===== src/rtl/mdu_pkg.sv =====
// mdu_pkg: operation and FSM state types shared by the multiply/divide unit
package mdu_pkg;
  typedef enum logic [1:0] {MDU_MULT, MDU_MULTU, MDU_DIV, MDU_DIVU} op_t;
  typedef enum logic [1:0] {S_IDLE, S_PREP, S_RUN, S_FIX} state_t;
  function automatic logic is_signed(op_t o);
    return !o[0];
  endfunction
endpackage


===== src/rtl/mdu_abs.sv =====
// mdu_abs: combinational magnitude of x when en and x is negative
//   en  : treat x as signed
//   x   : operand
//   y   : |x| if en & x[WIDTH-1], else x
module mdu_abs #(
  parameter int WIDTH = 32
) (
  input  logic             en,
  input  logic [WIDTH-1:0] x,
  output logic [WIDTH-1:0] y
);
  assign y = en && x[WIDTH-1] ? -x : x;
endmodule


===== src/rtl/mult_div_unit.sv =====
// mult_div_unit: multi-cycle HI/LO multiply/divide unit (MULT/MULTU/DIV/DIVU)
//   clk, reset        : rising-edge clock, async active-high reset
//   start, op, a, b   : request, sampled while busy=0
//   busy, done        : in-flight flag, one-cycle completion pulse
//   div_by_zero, hi, lo : results, updated only when done rises
module mult_div_unit
  import mdu_pkg::*;
#(
  parameter int WIDTH = 32
) (
  input  logic             clk,
  input  logic             reset,
  input  logic             start,
  input  op_t              op,
  input  logic [WIDTH-1:0] a,
  input  logic [WIDTH-1:0] b,
  output logic             busy,
  output logic             done,
  output logic             div_by_zero,
  output logic [WIDTH-1:0] hi,
  output logic [WIDTH-1:0] lo
);
  localparam int CW = $clog2(WIDTH);
  state_t state, next_state;
  op_t op_q;
  logic [WIDTH-1:0] a_q, b_q, a_mag, b_mag, ddiff, quo, rem;
  logic [2*WIDTH-1:0] acc, prod;
  logic [WIDTH:0] msum, dpart;
  logic [CW-1:0] cnt;
  logic sign_q, sign_r, sgn, dbit, dz;
  mdu_abs #(.WIDTH(WIDTH)) u_abs_a (.en(sgn), .x(a_q), .y(a_mag));
  mdu_abs #(.WIDTH(WIDTH)) u_abs_b (.en(sgn), .x(b_q), .y(b_mag));
  assign busy = state != S_IDLE;
  assign sgn = is_signed(op_q);
  // multiply step: add multiplier into the top half, shift the 2W+1 result right
  assign msum = {1'b0, acc[2*WIDTH-1:WIDTH]} + {1'b0, acc[0] ? b_q : WIDTH'(0)};
  // divide step: partial remainder shifted left with the next dividend bit
  assign dpart = acc[2*WIDTH-1:WIDTH-1];
  assign dbit = dpart >= {1'b0, b_q};
  assign ddiff = dbit ? dpart[WIDTH-1:0] - b_q : dpart[WIDTH-1:0];
  assign prod = sgn && sign_q ? -acc : acc;
  assign quo = sgn && sign_q ? -acc[WIDTH-1:0] : acc[WIDTH-1:0];
  assign rem = sgn && sign_r ? -acc[2*WIDTH-1:WIDTH] : acc[2*WIDTH-1:WIDTH];
  // b_q holds |b| by FIX, which is zero exactly when b was zero
  assign dz = op_q[1] && b_q == '0;
  always_ff @(posedge clk or posedge reset)
    if (reset) state <= S_IDLE;
    else state <= next_state;
  always_comb begin
    next_state = state;
    unique case (state)
      S_IDLE: next_state = start ? S_PREP : S_IDLE;
      S_PREP: next_state = S_RUN;
      S_RUN:  next_state = cnt == '0 ? S_FIX : S_RUN;
      S_FIX:  next_state = S_IDLE;
    endcase
  end
  always_ff @(posedge clk or posedge reset)
    if (reset) begin
      op_q <= MDU_MULT;
      a_q <= '0;
      b_q <= '0;
      acc <= '0;
      cnt <= '0;
      sign_q <= 1'b0;
      sign_r <= 1'b0;
      done <= 1'b0;
      div_by_zero <= 1'b0;
      hi <= '0;
      lo <= '0;
    end else begin
      done <= 1'b0;
      unique case (state)
        S_IDLE: if (start) begin
          op_q <= op;
          a_q <= a;
          b_q <= b;
        end
        S_PREP: begin
          a_q <= a_mag;
          b_q <= b_mag;
          sign_q <= sgn & (a_q[WIDTH-1] ^ b_q[WIDTH-1]);
          sign_r <= sgn & a_q[WIDTH-1];
          cnt <= CW'(WIDTH-1);
          acc <= {{WIDTH{1'b0}}, a_mag};
        end
        S_RUN: begin
          cnt <= cnt - CW'(1);
          acc <= op_q[1] ? {ddiff, acc[WIDTH-2:0], dbit} : {msum, acc[WIDTH-1:1]};
        end
        S_FIX: begin
          done <= 1'b1;
          div_by_zero <= dz;
          hi <= op_q[1] ? rem : prod[2*WIDTH-1:WIDTH];
          lo <= dz ? '1 : op_q[1] ? quo : prod[WIDTH-1:0];
        end
      endcase
    end
endmodule


===== config.mk =====
export PLATFORM = sky130hd
export DESIGN_NAME = mult_div_unit
export DESIGN_NICKNAME = d
export VERILOG_FILES = /design/src/rtl/mdu_pkg.sv /design/src/rtl/mdu_abs.sv /design/src/rtl/mult_div_unit.sv
export SDC_FILE = /design/constraint.sdc
export NUM_CORES = 1
export LEC_CHECK = 0
export ABC_CLOCK_PERIOD_IN_PS = 9700
export CELL_PAD_IN_SITES_DETAIL_PLACEMENT = 0
export CELL_PAD_IN_SITES_GLOBAL_PLACEMENT = 1
export CORE_MARGIN = 2
export CORE_UTILIZATION = 45
export DETAILED_ROUTE_END_ITERATION = 16
export PLACE_DENSITY_LB_ADDON = 0.1
export SYNTH_ARGS = -nofsm -noshare
export SYNTH_HDL_FRONTEND = slang
export SYNTH_HIERARCHICAL = 1
export SYNTH_SLANG_ARGS = --single-unit

===== constraint.sdc =====
create_clock -name clk -period 9.7 [get_ports clk]
set_input_delay 2.91 -clock clk [delete_from_list [all_inputs] [get_ports clk]]
set_output_delay 2.91 -clock clk [all_outputs]
set_load 0.02 [all_outputs]

==> impl_metrics.tcl <==
set metrics [dict create \
    leakage_nw 7.88 \
    synth_compound_area_share_pct 22.5 \
    hold_depth 1 \
    hold_violations 0 \
    ir_drop_mv 0.210 \
    cts_tree "yes" \
    fin_crit_sh_pct 51.5 \
    io_pins 136 \
    power.density_nw_per_um2 405 \
    yosysSeqAreaShare_pct 32.6 \
    cts_root_buffer "clkbuf_16" \
    antenna_found_initial 0 \
    rows 68 \
    drc 0 \
    async_flop_share_pct 100 \
    nets 2085 \
    drt_iter0_drc 1067 \
    synth_warnings 6 \
    syn_area_per_cell_sq_um 8.39 \
    path_class "reg2out" \
    fmax_mhz 200 \
    timing.rr.start "b_q[0]" \
    die_width_microns 191 \
    rsz0062_at_grt "false" \
    synth.distinct_cells 78 \
    finalCriticalPeriod_ns 4.99 \
    yosys-mux-area-fraction_pct 8.46 \
    finalSetupTns_ns 0 \
    cts_sinks 205 \
    run_status "finished, final reports clean" \
    drt_wl_total_mm 48.9 \
    syn2layout_area_growth_pct 15.9 \
    htree_levels 1 \
    worstHoldPathType "reg2reg" \
    yosys.area_share.adder_pct 6.06 \
    grt_pass1_vias 13180 \
    grt_use_total_pct 26.6 \
    grt_max_degree 129 \
    fin_skew_ns 0.0165 \
    worst_slew_pin_slew_ns 1.11 \
    syn_inst 1876 \
    cts_setup_buffers 0 \
    fp.dieH_microns 191 \
    synthesis.nets 2020 \
    clkLatencyLatePin_ns 0.54 \
    synth_xor_area_share_pct 9.63 \
    wire_per_inst_microns 20.2 \
    slew_viol_final 0 \
    crit_path_end_kind "primary output" \
    synth_top_family_by_area "compound AO/OA/AOI/OAI gates" \
    gp_congestion 0.923 \
    reg2reg_slack_ns 5.41 \
    drt-pass1-iter-count 6 \
    synth_edf_count 0 \
    relSlewSlack_pct 26.2 \
    min_to "cnt[0]" \
    grt_pass1_wl_mm 76.2 \
    maxCapViolCount 0 \
    via_count 14053 \
    layout_common_cells "dfrtp_1 (204), nor2_1 (184), o21ai_0 (160)" \
    worstReg2RegEnd "acc[62]" \
    critPathMaxFanout 3 \
    dp_hpwl_mm 36.1 \
    synth_ff_type "dfrtp_1" \
    dieArea_sq_um 36500 \
    cp.required_ns 6.79 \
    worstHoldStart "cnt[0]" \
    synthesis.area_sq_um 15700 \
    grt_overflow 0 \
    ys_seq_elements 205 \
    cts.repair.resized 0 \
    insertedDiodeCount 0 \
    postRouteAntennaNets 0 \
    final_common_cell "dfrtp_1" \
    total_power_mw 7.39 \
    ctsHoldBuffers 0 \
    path_clk_slew_ns 0.06 \
    synth-simple-area-share_pct 15.9 \
    utilization_pct 52.9 \
    portBuffers 135 \
    cts_made_buffers 25 \
    drive_gt1_share_pct 5.72 \
    clockBufferDepth 3 \
    start_util_pct 45.7 \
    core_sq_um 34500 \
    worst_r2r_path_depth 13 \
    vias_per_cell 5.82 \
    arrival_ns 2.08 \
    worst_setup_path_start_kind "flip-flop" \
    finalSetupViolCount 0 \
]
-- synth_stat cells, types with 3 or more instances --
| library cell | instances | area, sq um |
|---|---|---|
| nor4_1 | 18 | 113 |
| dfrtp_1 | 205 | 5130 |
| nor3_1 | 32 | 160 |
| nor2_1 | 184 | 691 |
| inv_1 | 85 | 319 |
| xnor2_1 | 128 | 1120 |
| o21a_1 | 11 | 82.6 |
| or3_1 | 16 | 100 |
| a21oi_1 | 150 | 751 |
| o2bb2ai_1 | 3 | 26.3 |
| nand2b_1 | 14 | 87.6 |
| a21boi_0 | 3 | 22.5 |
| o41ai_1 | 5 | 43.8 |
| mux2_2 | 24 | 270 |
| clkbuf_1 | 90 | 338 |
| a211o_1 | 6 | 52.6 |
| buf_2 | 6 | 30.0 |
| nand2_1 | 151 | 567 |
| and2_1 | 10 | 62.6 |
| ha_1 | 73 | 913 |
| o31a_1 | 6 | 52.6 |
| a21oi_2 | 5 | 43.8 |
| mux2i_1 | 106 | 1060 |
| xor2_1 | 45 | 394 |
| o21bai_1 | 12 | 90.1 |
| nand4_1 | 10 | 62.6 |
| nand3_1 | 34 | 170 |
| a211oi_1 | 39 | 293 |
| o22ai_1 | 8 | 50.1 |
| and3_1 | 9 | 56.3 |
| nor2b_1 | 14 | 87.6 |
| or4_4 | 4 | 45.0 |
| nor4b_1 | 3 | 26.3 |
| o21ai_1 | 13 | 65.1 |
| o211ai_1 | 17 | 128 |
| o31ai_1 | 26 | 195 |
| o21ai_0 | 160 | 801 |
| a31oi_1 | 19 | 119 |
| a21o_1 | 61 | 458 |
| or4_1 | 5 | 37.5 |
| buf_1 | 9 | 33.8 |
| o221ai_1 | 5 | 43.8 |
| o211a_1 | 3 | 30.0 |
-- logic make-up (layout without fill, tap and decap cells) --
kind of cell / Yosys count / after routing
xor+xnor: 173 / 173
mux: 130 / 130
simple gates: 528 / 528
flops: 205 / 205
compound gates: 571 / 571
fa+ha+maj: 75 / 75
buf+inv: 194 / 277
-- routing by layer --
layer  vias up  GRT usage (%)  part of all wire (%)  routed length [microns]
li1       6827              -                     -                        -
met1      6745           42.5                    51                    25100
met2       429           38.0                    41                    20000
met3        52           3.30                   6.0                     2930
met4         0           5.31                   1.9                      913
met5         -              0                     0                        0
-- critical path: stages (launching register included) --
cell             delay (ns)
dfrtp_1                0.46
inv_1                  0.10
ha_1                   0.25
inv_1                  0.12
clkdlybuf4s50_1        0.62
-- state kept, by name, summed over array words and instances, names as in the netlist --
name / flops
hi: 32
b_q: 32
done: 1
op_q: 2
a_q: 32
sign_q: 1
div_by_zero: 1
cnt: 5
state: 2
acc: 64
sign_r: 1
lo: 32
-- worst max path at each step --
stage,from,endpoint,cells past startpoint,slack [ns]
after floorplan,reset,a_q[0],1,1.19
after global placement,reset,op_q[1],3,4.74
after detailed placement,reset,op_q[1],3,4.71
after CTS,state[0],busy,4,4.68
after global routing,state[0],busy,4,4.65
final,state[0],busy,4,4.71
-- area by class of cell --
type | count | area [sq um]
fill | 3392 | 16200
clock inverter | 9 | 128
sequential | 205 | 5130
multi-input combinational | 1477 | 9890
tap | 455 | 569
inverter | 85 | 327
timing repair buffer | 147 | 1440
clock buffer | 36 | 747
-- where the power goes --
group          total (mW)  switching, mW  internal [mW]
clock network        1.00          0.390          0.612
registers            1.84          0.588           1.25
logic                4.55           2.70           1.85
total                7.39           3.68           3.72
-- metrics by stage --
step | hold slack [ns] | area (sq um) | worst slack (ns) | std cells
final | 0.502 | 18200 | 4.71 | 2414
after global routing | 0.523 | 18200 | 4.65 | 2414
after CTS | 0.495 | 18200 | 4.68 | 2414
after detailed placement | 0.485 | 17400 | 4.71 | 2369
after global placement | 0.475 | 17400 | 4.74 | 2369
after floorplan | 0.451 | 15700 | 1.19 | 1876
(Power assumes the default switching activity.)
